$ cat src/rtl/rr_sel_arbiter4_if.sv
// Request/grant bundle between the requesters and the round-robin arbiter.
//   ena        : global enable; when low the arbiter freezes
//   req        : per-requester request vector (bit i requests mux input i)
//   grant      : registered one-hot grant
//   sel        : registered 2-bit mux select (current or most recent grantee)
//   valid      : registered, high while a grant is active
//   hold_count : registered, cycles the current grant has been held minus 1
// master = requester side, slave = arbiter side.
interface rr_sel_arbiter4_if #(
    parameter int unsigned CW = 4
);
    logic          ena;
    logic [3:0]    req;
    logic [3:0]    grant;
    logic [1:0]    sel;
    logic          valid;
    logic [CW-1:0] hold_count;

    modport master (
        output ena,
        output req,
        input  grant,
        input  sel,
        input  valid,
        input  hold_count
    );

    modport slave (
        input  ena,
        input  req,
        output grant,
        output sel,
        output valid,
        output hold_count
    );
endinterface

$ cat src/rtl/rr_sel_arbiter4.sv
// Four-requester round-robin arbiter driving the select of a 4:1 word mux.
// A hold counter forces rotation after HOLD_MAX consecutive cycles when other
// requesters are waiting; an owner that drops its request is replaced on the
// same edge with no idle bubble.
//   clk : rising-edge clock
//   rst : asynchronous active-high reset
//   bus : rr_sel_arbiter4_if slave modport (ena, req in; grant, sel, valid,
//         hold_count out, all registered)
module rr_sel_arbiter4 #(
    parameter int unsigned HOLD_MAX = 8,
    parameter int unsigned CW       = 4
) (
    input  logic               clk,
    input  logic               rst,
    rr_sel_arbiter4_if.slave   bus
);

    typedef enum logic {
        IDLE  = 1'b0,
        GRANT = 1'b1
    } state_t;

    state_t        state_q, state_d;
    logic [3:0]    grant_q, grant_d;
    logic [1:0]    sel_q, sel_d;
    logic          valid_q, valid_d;
    logic [CW-1:0] hold_q, hold_d;
    logic [1:0]    last_q, last_d;

    logic [1:0]    win;
    logic          any_req;
    logic          expired;

    assign any_req = |bus.req;
    assign expired = (hold_q == CW'(HOLD_MAX - 1));

    // Search last+1, last+2, last+3, last; scanning backwards lets the
    // nearest set request overwrite farther ones.
    always_comb begin
        logic [1:0] cand;
        win  = last_q;
        cand = last_q;
        for (int k = 4; k >= 1; k--) begin
            cand = last_q + 2'(k);
            if (bus.req[cand]) begin
                win = cand;
            end
        end
    end

    // State and output registers
    always_ff @(posedge clk or posedge rst) begin
        if (rst) begin
            state_q <= IDLE;
            grant_q <= '0;
            sel_q   <= '0;
            valid_q <= 1'b0;
            hold_q  <= '0;
            last_q  <= 2'd3;
        end else begin
            state_q <= state_d;
            grant_q <= grant_d;
            sel_q   <= sel_d;
            valid_q <= valid_d;
            hold_q  <= hold_d;
            last_q  <= last_d;
        end
    end

    // Next-state and next-output logic
    always_comb begin
        state_d = state_q;
        grant_d = grant_q;
        sel_d   = sel_q;
        valid_d = valid_q;
        hold_d  = hold_q;
        last_d  = last_q;

        if (bus.ena) begin
            case (state_q)
                IDLE: begin
                    if (any_req) begin
                        state_d = GRANT;
                        grant_d = 4'b0001 << win;
                        sel_d   = win;
                        valid_d = 1'b1;
                        hold_d  = '0;
                        last_d  = win;
                    end
                end
                GRANT: begin
                    if (!bus.req[sel_q]) begin
                        // Release wins over expiry; other pending requests
                        // take over on this same edge.
                        if (any_req) begin
                            grant_d = 4'b0001 << win;
                            sel_d   = win;
                            last_d  = win;
                            hold_d  = '0;
                        end else begin
                            state_d = IDLE;
                            grant_d = '0;
                            valid_d = 1'b0;
                            hold_d  = '0;
                        end
                    end else if (expired) begin
                        // Owner ranks last in the search, so it is re-granted
                        // only when it is the sole requester.
                        grant_d = 4'b0001 << win;
                        sel_d   = win;
                        last_d  = win;
                        hold_d  = '0;
                    end else begin
                        hold_d = hold_q + CW'(1);
                    end
                end
                default: begin
                    state_d = IDLE;
                    grant_d = '0;
                    valid_d = 1'b0;
                    hold_d  = '0;
                end
            endcase
        end
    end

    assign bus.grant      = grant_q;
    assign bus.sel        = sel_q;
    assign bus.valid      = valid_q;
    assign bus.hold_count = hold_q;

endmodule

$ cat src/flat_wrapper.sv
// flat-port wrapper written by rule: the top's interface ports become plain ports
module rr_sel_arbiter4_flat 
#(
    parameter int unsigned HOLD_MAX = 8,
    parameter int unsigned CW       = 4
)
  (clk, rst, bus_ena, bus_req, bus_grant, bus_sel, bus_valid, bus_hold_count);
  rr_sel_arbiter4_if #(.CW(CW)) bus_i ();
  input  logic clk;
  input  logic rst;
  input wire logic [$bits(bus_i.ena)-1:0] bus_ena;
  input wire logic [$bits(bus_i.req)-1:0] bus_req;
  output wire logic [$bits(bus_i.grant)-1:0] bus_grant;
  output wire logic [$bits(bus_i.sel)-1:0] bus_sel;
  output wire logic [$bits(bus_i.valid)-1:0] bus_valid;
  output wire logic [$bits(bus_i.hold_count)-1:0] bus_hold_count;
  assign bus_i.ena = bus_ena;
  assign bus_i.req = bus_req;
  assign bus_grant = bus_i.grant;
  assign bus_sel = bus_i.sel;
  assign bus_valid = bus_i.valid;
  assign bus_hold_count = bus_i.hold_count;
  rr_sel_arbiter4 #(.HOLD_MAX(HOLD_MAX), .CW(CW)) u_core (.clk(clk), .rst(rst), .bus(bus_i));
endmodule
$ cat config.mk
export PLATFORM = sky130hd
export DESIGN_NAME = rr_sel_arbiter4_flat
export DESIGN_NICKNAME = d
export VERILOG_FILES = /design/src/rtl/rr_sel_arbiter4_if.sv /design/src/rtl/rr_sel_arbiter4.sv /design/src/flat_wrapper.sv
export SDC_FILE = /design/constraint.sdc
export NUM_CORES = 1
export LEC_CHECK = 0
export ABC_AREA = 1
export CORE_MARGIN = 8
export CORE_UTILIZATION = 45
export CTS_CLUSTER_DIAMETER = 40
export DETAILED_ROUTE_END_ITERATION = 6
export PLACE_DENSITY = 0.79
export SLEW_MARGIN = 20
export SYNTH_ARGS = -nofsm -noshare
export SYNTH_HDL_FRONTEND = slang
export SYNTH_SLANG_ARGS = --single-unit
$ cat constraint.sdc
create_clock -name clk -period 2.3 [get_ports clk]
set_clock_uncertainty 0.2 [all_clocks]
set_input_delay 0.46 -clock clk [delete_from_list [all_inputs] [get_ports clk]]
set_output_delay 0.46 -clock clk [all_outputs]
set_load 0.01 [all_outputs]
=== Yosys cells after proc, flatten, opt, wreduce, memory -nomap -nowiden ===
Index checks and enable logic that the tools add are counted.

* Register bits after elaboration: 14
* Latch bits: 0
* RAM bits: 0
* ROM bits: 0
* Bits of input ports: 7
* Output and inout bits: 11
* Logic and storage cells: 60
* Memories: 0

* Add/subtract/negate cells: 4
* Multipliers: 0
* Divide/modulo/power cells: 0
* $lt $le $gt $ge: 4
* Eq/ne operators: 5
* Shift-type cells: 1
* Multiplexer cells: 34
* Bitwise operators: 1
* Reductions and logical operators: 5

{| class="wikitable"
|+ Operator list
! operator !! count
|-
| 4-bit 2-to-1 mux || 7
|-
| 2-bit 2-to-1 mux || 8
|-
| 4-bit one-hot mux with 2 select lines || 2
|-
| 2-bit by 3-bit < comparator with 1-bit output (second input constant) || 4
|-
| 1-bit 2-to-1 mux || 9
|-
| 1-bit binary-select mux with 2-bit select || 4
|-
| 2-bit one-hot mux with 2 select lines || 2
|-
| 2-bit adder (second input constant) || 2
|-
| 4-bit by 1-bit adder with 4-bit output (second input constant) || 1
|-
| 4-bit by 3-bit equality test with 1-bit output (second input constant) || 1
|-
| 2-bit != test (second input constant) || 2
|-
| 1-bit one-hot mux with 2 select lines || 2
|-
| 2-bit AND reduction || 2
|-
| 4-bit AND reduction || 1
|-
| 4-bit OR reduction || 1
|-
| 1-bit by 2-bit << shifter with 4-bit output (first input constant) || 1
|-
| 3-bit != test (second input constant) || 1
|-
| 3-bit AND reduction || 1
|-
| 2-bit by 1-bit adder with 2-bit output (second input constant) || 1
|-
| 2-bit by 1-bit != test with 1-bit output (second input constant) || 1
|-
| 1-bit inverter || 1
|}

=== Logic depth before layout (Yosys ltp) ===
Gate-level depths: netlist (run 1).

* Depth in word-level cells: 10
* Mapped depth: 13
* Mapped depth without buffers: 13

=== Worst setup path after synthesis (run 1) ===
No wires, ideal clock.

* Path kind: reg2reg
* Start point: register u_core.last_q[0]
* End point: register u_core.grant_q[1], in the netlist u_core.bus.grant[1]
* Library setup time: 0.117 ns
* Data arrival time: 1.258 ns
* Data required time: 1.983 ns
* Path slack: 0.724 ns
* Cell stages (with the launch flop): 13
* Buffers on the path: 1
* Period minus slack after synthesis: 1.576 ns
* Cells stage by stage: dfstp_2 > buf_6 > nand2_1 > o21ai_2 > nand2_1 > nand2_1 > inv_1 > nand2_1 > nand2_1 > nand2_2 > inv_1 > nand3_1 > nand2_1

* Word-level cells in the longest chain between the ends: 10
* Elaborated cells on any way between the ends: 18
* Those cells by class: add/sub: 3; shift: 1; mux: 14

{| class="wikitable"
|+ Ends and longest elaborated chain
! item !! line !! text
|-
| start, declared || rr_sel_arbiter4.sv:28 || <nowiki>logic [1:0] last_q, last_d;</nowiki>
|-
| start signal, assigned || rr_sel_arbiter4.sv:66 || <nowiki>last_q <= last_d;</nowiki>
|-
| 2-bit adder || rr_sel_arbiter4.sv:44 || <nowiki>cand = last_q + 2'(k);</nowiki>
|-
| 1-bit binary-select mux with 2-bit select || rr_sel_arbiter4.sv:45 || <nowiki>if (bus.req[cand]) begin</nowiki>
|-
| 1-bit 2-to-1 mux (not written as such) || rr_sel_arbiter4.sv:45 ||
|-
| 2-bit 2-to-1 mux (2 in series) || rr_sel_arbiter4.sv:45 ||
|-
| 2-bit 2-to-1 mux * || rr_sel_arbiter4.sv:45 ||
|-
| 1-bit by 2-bit << shifter with 4-bit output * || rr_sel_arbiter4.sv:84, rr_sel_arbiter4.sv:96, rr_sel_arbiter4.sv:109 ||
|-
| 4-bit 2-to-1 mux, on equally long branches || rr_sel_arbiter4.sv:95, rr_sel_arbiter4.sv:106 ||
|-
| 4-bit 2-to-1 mux || rr_sel_arbiter4.sv:92 || <nowiki>if (!bus.req[sel_q]) begin</nowiki>
|-
| 4-bit one-hot mux with 2 select lines * || rr_sel_arbiter4.sv:80 || <nowiki>case (state_q)</nowiki>
|-
| end signal, assigned || rr_sel_arbiter4.sv:62 || <nowiki>grant_q <= grant_d;</nowiki>
|-
| end, declared || rr_sel_arbiter4.sv:24 || <nowiki>logic [3:0] grant_q, grant_d;</nowiki>
|}

Every way passes the cells marked *; elsewhere a longest branch is shown, timed or not. The select of a mux whose other input is x is not followed.
A chain may end at the register's enable or synchronous reset.

=== Final worst setup path (run 1) ===
* Start point: register u_core.sel_q[0], in the netlist u_core.bus.sel[0]
* End point: output bus_sel[0]

{| class="wikitable"
|+ RTL lines
! item !! line !! text
|-
| start, declared || rr_sel_arbiter4.sv:25 || <nowiki>logic [1:0] sel_q, sel_d;</nowiki>
|-
| start signal, assigned || rr_sel_arbiter4.sv:63 || <nowiki>sel_q <= sel_d;</nowiki>
|-
| end, declared || flat_wrapper.sv:14 || <nowiki>output wire logic [$bits(bus_i.sel)-1:0] bus_sel;</nowiki>
|}

No word-level cell between the ends.

==> impl_results.md, run 1 <==
- Crit-path max cell delay: 570 ps
- Postcts setup bufs: 0
- Crit Path Max Fanout: 7
- Post-DR vias/cell: 4.83
- Max Cap Violations: 0
- Endpoints failing hold: 0
- Register area: 353 um2
- Clk pin slew, worst setup/hold paths: 90 ps
- WHS: 282 ps
- Sink Count: 14
- Grt ovf: 0
- Final ANT Viol Nets: 0
- 1st-pass router iterations: 4
- Switching Fraction: 44.4%
- Die area: 3660 um2
- Port Buf Inserts: 17
- DR WL/cell: 10.8 um
- Initial DRC count: 26
- Capturing point of the worst reg2reg path: u_core.bus.grant[3]
- Largest net degree at the start of global routing: 15
- Total core area: 1920 um2
- Util after Layout: 58.3%
- Int Pwr: 0.750 mW
- Nets@finish: 159
- P_sw: 0.599 mW
- Filler cell count: 199
- Setup_tns: 0 ps
- Worst Hold Class: input pin to asynchronous set/reset pin
- Register area share after synthesis: 39.6%
- Drt total wl: 1.91 mm
- Endpoint type of the worst setup path: output port
- Yosys warning total: 0
- Worst slew margin: 66.4%
- Die X: 60.5 um
- Pleak: 0.608 nW
- CTS resizes: 0
- P&R area growth vs syn: 25.7%
- Post-DP HPWL: 1.53 mm
- Worst Path Arrival: 1310 ps
- Clock share of power: 13.4%
- Setup violations, final: 0
- Fin crit share: 85.5%
- Distinct cells, synth: 23
- Netlist Area Pre-Place: 892 um2
- Delay-heaviest family, CP: buffers and inverters
- Worst-Margin Slew: 503 ps
- Total I/O pin count: 18
- Initial antenna violation count: 0
- CP Buf/Inv Count: 1
- H-tree levels: 1
- Max Slew Vio Count: 0
- Syn Inst Count: 130
- Synth Area per Inst: 6.86 um2
- Critical setup path kind: flop to output port
- Tot GR Track Use: 11.2%
- CTS Root Cell: clkbuf_4
- Cell Chain, Critical Path: clkdlybuf4s50_1
- Row Count: 16
- Fmax achieved: 0.508 GHz
- R2R setup slack: 430 ps
- Multi-input logic area: 445 um2
- Combinational Power Share: 54.4%
- # DRC: 0
- Crit path max-delay cell type: clkdlybuf4s50_1
- Setup slack after layout: 333 ps
- Initial Utilization: 46.4%
- Tot Pwr: 1.35 mW
- Post-synth net total: 138
- CTS tree: built
- Setup crit start kind: flop
- Sequential Power Share: 32.3%
- Reg2reg path depth: 11
- TritonCTS buffer count: 3
- Vias in the first global route: 781
- Worst r2r src: u_core.last_q[0]
- RePlAce Congestion: 0.815
- First-pass GRT wire length: 3.12 mm
- Vias: 855
- RSZ-0062 raised after global routing: no
- Maximum vdd drop: 636 uV
- Synthesis-stage register bit count: 14
- Quantity of hold-fixing buffers added after cts: 0
- Antenna fix cells: 0
- Share of cells above drive strength 1: 10.7%
- WP data required: 1640 ps
- Dpl ws: 171 ps
- Outcome: completed
- Clk_lat worst skew: 290 ps
- Die Span Y: 60.5 um
- Minimum clock period: 1970 ps
- CTS Buffer Depth: 2
- Pwr dens: 1200 nW/um2
==> Yosys cell counts <==
cell	number	area, um2
nand2_4	1	11.3
o21bai_1	2	15.0
buf_6	1	11.3
nor2_2	2	12.5
a21oi_1	3	15.0
nor2_4	1	11.3
o211ai_1	2	15.0
o21ai_2	1	8.76
inv_1	21	78.8
nor3_1	1	5.00
nand3_1	9	45.0
a21o_1	1	7.51
ha_1	1	12.5
nor2_1	4	15.0
inv_2	1	3.75
o21ai_1	2	10.0
xor2_1	1	8.76
nand2_1	56	210
nand2_2	2	12.5
nand3_2	2	20.0
dfstp_2	2	52.6
o21ai_0	2	10.0
dfrtp_1	12	300
==> stage by stage <==
stage                     instance area, um2  instances
after floorplan                          892        130
after global routing                    1120        177
after global placement                  1080        173
final                                   1120        177
after detailed placement                1080        173
after CTS                               1120        177
==> cells by family (layout without fill, tap and decap cells) <==
group                    count (synthesis)  after routing  share of synthesized area (%)
flip-flops                              14             14                           39.6
adder cells (fa/ha/maj)                  1              1                           1.40
AO/OA/AOI/OAI                           13             13                           9.12
XOR/XNOR                                 1              1                          0.982
buffers and inverters                   23             43                           10.5
AND/OR/NAND/NOR                         78             78                           38.4
==> cells in the final DEF, fill, tap and decap left out, types with 2 or more instances in the layout <==
cell and instances:
dfrtp_1 12, clkbuf_4 3, nand3_2 2, a21oi_1 3, o21bai_1 2, nand2_1 56
o211ai_1 2, nor2_2 2, nand2_2 2, clkdlybuf4s50_1 17, dfstp_2 2, nor2_1 4
o21ai_0 2, o21ai_1 2, nand3_1 9, inv_1 21
==> worst max path at each step <==
stage                                 start             endpoint  slack (ps)  depth (start not counted)
after floorplan            u_core.last_q[0]  u_core.bus.grant[1]         720                         12
after global placement           bus_req[1]  u_core.bus.grant[2]         190                         11
after detailed placement         bus_req[1]  u_core.bus.grant[3]         170                         11
after CTS                 u_core.bus.sel[0]           bus_sel[0]         310                          1
after global routing       u_core.last_q[0]  u_core.bus.grant[1]         220                         11
final                     u_core.bus.sel[0]           bus_sel[0]         330                          1
==> state kept, by name, summed over array words and instances, names as in the netlist <==
signal and count:
u_core.bus.hold_count 4, u_core.state_q 1, u_core.bus.grant 4, u_core.bus.valid 1, u_core.last_q 2, u_core.bus.sel 2
==> power by group through the flow <==
stage                     Combinational [mW]  Clock, mW  Sequential (mW)
after floorplan                        0.514          0            0.437
after global placement                 0.723          0            0.435
after detailed placement               0.738          0            0.440
after CTS                              0.743      0.185            0.436
after global routing                   0.834      0.194            0.450
final                                  0.733      0.181            0.435
==> area by class of cell <==
| type | instances | area share [%] |
|---|---|---|
| Multi-Input combinational cell | 93 | 39.7 |
| Sequential cell | 14 | 31.5 |
| Timing Repair Buffer | 17 | 15.2 |
| Inverter | 22 | 7.37 |
| Clock buffer | 4 | 3.24 |
| Tap cell | 27 | 3.01 |
==> layer usage <==
layer,part of all wire (%),GRT usage [%],routed length (um),vias up
met4,2.6,7.64,49,0
li1,-,-,-,438
met2,49,19.5,930,18
met1,45,11.9,858,394
met5,0,0,0,-
met3,3.8,2.33,73,5
No activity file was read; power rests on OpenSTA's default activity.
==> inputs of run 2 (changes only) <==
--- a/config.mk
+++ b/config.mk
@@ -5,12 +5,12 @@
 export SDC_FILE = /design/constraint.sdc
 export NUM_CORES = 1
 export LEC_CHECK = 0
-export ABC_AREA = 1
-export CORE_MARGIN = 8
+export CORE_MARGIN = 2
 export CORE_UTILIZATION = 45
+export CTS_BUF_LIST = sky130_fd_sc_hd__clkbuf_2
 export CTS_CLUSTER_DIAMETER = 40
 export DETAILED_ROUTE_END_ITERATION = 6
-export PLACE_DENSITY = 0.79
+export PLACE_DENSITY = 0.81
 export SLEW_MARGIN = 20
 export SYNTH_ARGS = -nofsm -noshare
 export SYNTH_HDL_FRONTEND = slang
==> run 2 against run 1 <==
Against the previous run: largest cell class unchanged; final cell count down 37%; largest power group unchanged; non-clock buffer count grew 5; synthesized area fell by 13%.
==> impl_results.md, run 2 <==
- Outcome: completed
- Commonest non-fill, non-tap cell in the layout: clkdlybuf4s50_1
- Synth area leaders: dfrtp_1, dfstp_2, mux2_1
- RePlAce Congestion: 0.745
- Drt total wl: 1.56 mm
- RSZ-0062 raised after global routing: no
- Initial DRC count: 8
- Yosys warning total: 0
- Worst r2r src: u_core.bus.sel[0]
- Largest area contributor in the netlist: dfrtp_1
- Setup_tns: 0 ps
- Worst Path Arrival: 2030 ps
- WP data required: 2260 ps
- Tot GR Track Use: 16.9%
- Postcts setup bufs: 0
- Total I/O pin count: 18
- Clk pin slew, worst setup/hold paths: 120 ps
- Post-synth net total: 77
- Clk_lat worst skew: 270 ps
- WHS: 294 ps
- Share of cells above drive strength 1: 17.9%
- Setup violations, final: 0
- Mux cell area share after synthesis: 8.39%
- Worst-Margin Slew: 500 ps
- Filler cell count: 128
- Critical setup path kind: input pin to flop
- DR WL/cell: 13.9 um
- FFs w/ async S/R, synth: 100%
- TritonCTS buffer count: 3
- Setup crit start kind: input pin
- Initial antenna violation count: 0
- Worst Hold Class: input pin to asynchronous set/reset pin
- Top-count cell post-synth: dfrtp_1
- Synth Area per Inst: 11.2 um2
- Share of the synthesized area in the top cell type: 38.7%
- Vias in the first global route: 621
- Max Slew Vio Count: 0
- Final ANT Viol Nets: 0
- CTS Buffer Depth: 2
- Pleak: 0.451 nW
- CTS resizes: 0
- Sink Count: 14
- Fin crit share: 90.0%
- Simple-gate portion of the synthesized area: 15.0%
- Grt ovf: 0
- Most common library cells after synthesis: dfrtp_1, o21ai_0, nand2_1, a32o_1, mux2_1
- 1st-pass router iterations: 4
- Quantity of hold-fixing buffers added after cts: 0
- Post-DR vias/cell: 5.69
- Netlist Area Pre-Place: 776 um2
- Post-DP HPWL: 1.24 mm
- Vias: 637
- CTS tree: built
- Most frequent cells in the layout: clkdlybuf4s50_1, dfrtp_1, o21ai_0
- Syn Inst Count: 69
- Pwr dens: 1040 nW/um2
- Area share of fa/ha/maj cells after synthesis: 1.61%
- Worst slew margin: 66.6%
- P&R area growth vs syn: 31.9%
- Die X: 45.5 um
- XOR/XNOR Fraction of Synth Area: 1.13%
- Antenna fix cells: 0
- Crit Path Max Fanout: 8
- CTS Root Cell: clkbuf_2
- Die Span Y: 45.5 um
- Distinct cells, synth: 34
- Fmax achieved: 0.483 GHz
- Minimum clock period: 2070 ps
- Endpoints failing hold: 0
- Endpoint type of the worst setup path: flop
- # DRC: 0
- Number of synthesized flops with an enable pin: 0
- Register area share after synthesis: 45.5%
- H-tree levels: 1
- Maximum vdd drop: 548 uV
- Largest net degree at the start of global routing: 15
- Nets@finish: 104
- CP Launch Point: bus_req[1]
- First-pass GRT wire length: 2.52 mm
- Max Cap Violations: 0
- Compound-Gate Fraction of Synth Area: 27.4%
- Total core area: 1670 um2
- Port Buf Inserts: 17
- Most used DFF post-synth: dfrtp_1
- Initial Utilization: 46.4%
- Synthesis-stage register bit count: 14
- Row Count: 15
- Die area: 2070 um2
- Main combinational cell family by area after synthesis: compound AO/OA/AOI/OAI gates
==> run 2: metal layers <==
layer  GRT usage (%)  up-vias  share of wire [%]
li1                -      316                  -
met1            19.9      310                 44
met2            29.9       11                 53
met3            6.35        0                3.3
met4            1.76        0                  0
met5               0        -                  0
==> run 2: power breakdown <==
| part | internal, mW | switching, mW | total (mW) |
|---|---|---|---|
| combinational | 0.293 | 0.227 | 0.520 |
| sequential | 0.347 | 0.0846 | 0.432 |
| clock | 0.0378 | 0.0732 | 0.111 |
==> run 2: kinds of logic after synthesis <==
| logic type | Yosys count |
|---|---|
| AO/OA/AOI/OAI | 25 |
| XOR/XNOR | 1 |
| adder cells (fa/ha/maj) | 1 |
| buffers and inverters | 2 |
| flip-flops | 14 |
| multiplexers | 6 |
| AND/OR/NAND/NOR | 20 |
==> run 2: area by class of cell <==
| type | count | area [um2] | area share, % |
|---|---|---|---|
| clock inverter | 1 | 3.75 | 0.367 |
| sequential | 14 | 353 | 34.5 |
| inverter | 2 | 7.51 | 0.733 |
| multi-input combinational | 53 | 415 | 40.6 |
| clock buffer | 3 | 15.0 | 1.47 |
| tap | 17 | 21.3 | 2.08 |
| timing repair buffer | 22 | 208 | 20.3 |
==> run 2: worst max-delay path: stages <==
cell	delay [ps]
clkdlybuf4s50_1	420
buf_4	150
mux2i_1	240
o22ai_2	150
a21oi_4	260
mux2_1	350
==> run 2: path summary, 6_finish.rpt <==
| kind | to | slack (ps) | cells after the start |
|---|---|---|---|
| max reg2reg | u_core.bus.sel[1] | 470 | 4 |
| min | u_core.bus.hold_count[1] | 290 | 2 |
| min reg2reg | u_core.bus.grant[0] | 320 | 1 |
| max | u_core.bus.sel[1] | 230 | 6 |
| max in group asynchronous | u_core.last_q[1] | 1250 | 2 |
| min in group clk | u_core.bus.grant[0] | 320 | 1 |
==> run 2: metrics by stage <==
stage | cells | setup slack, ps | area, um2 | utilization (%) | power [mW]
final | 112 | 230 | 1020 | 61.3 | 1.06
after global routing | 112 | 156 | 1020 | 61.3 | 1.15
after CTS | 112 | 251 | 1020 | 61.3 | 1.08
after detailed placement | 108 | -53.7 | 1000 | 60.1 | 0.962
after global placement | 108 | -8.12 | 1000 | 60.1 | 0.946
after floorplan | 69 | 479 | 776 | - | 0.724
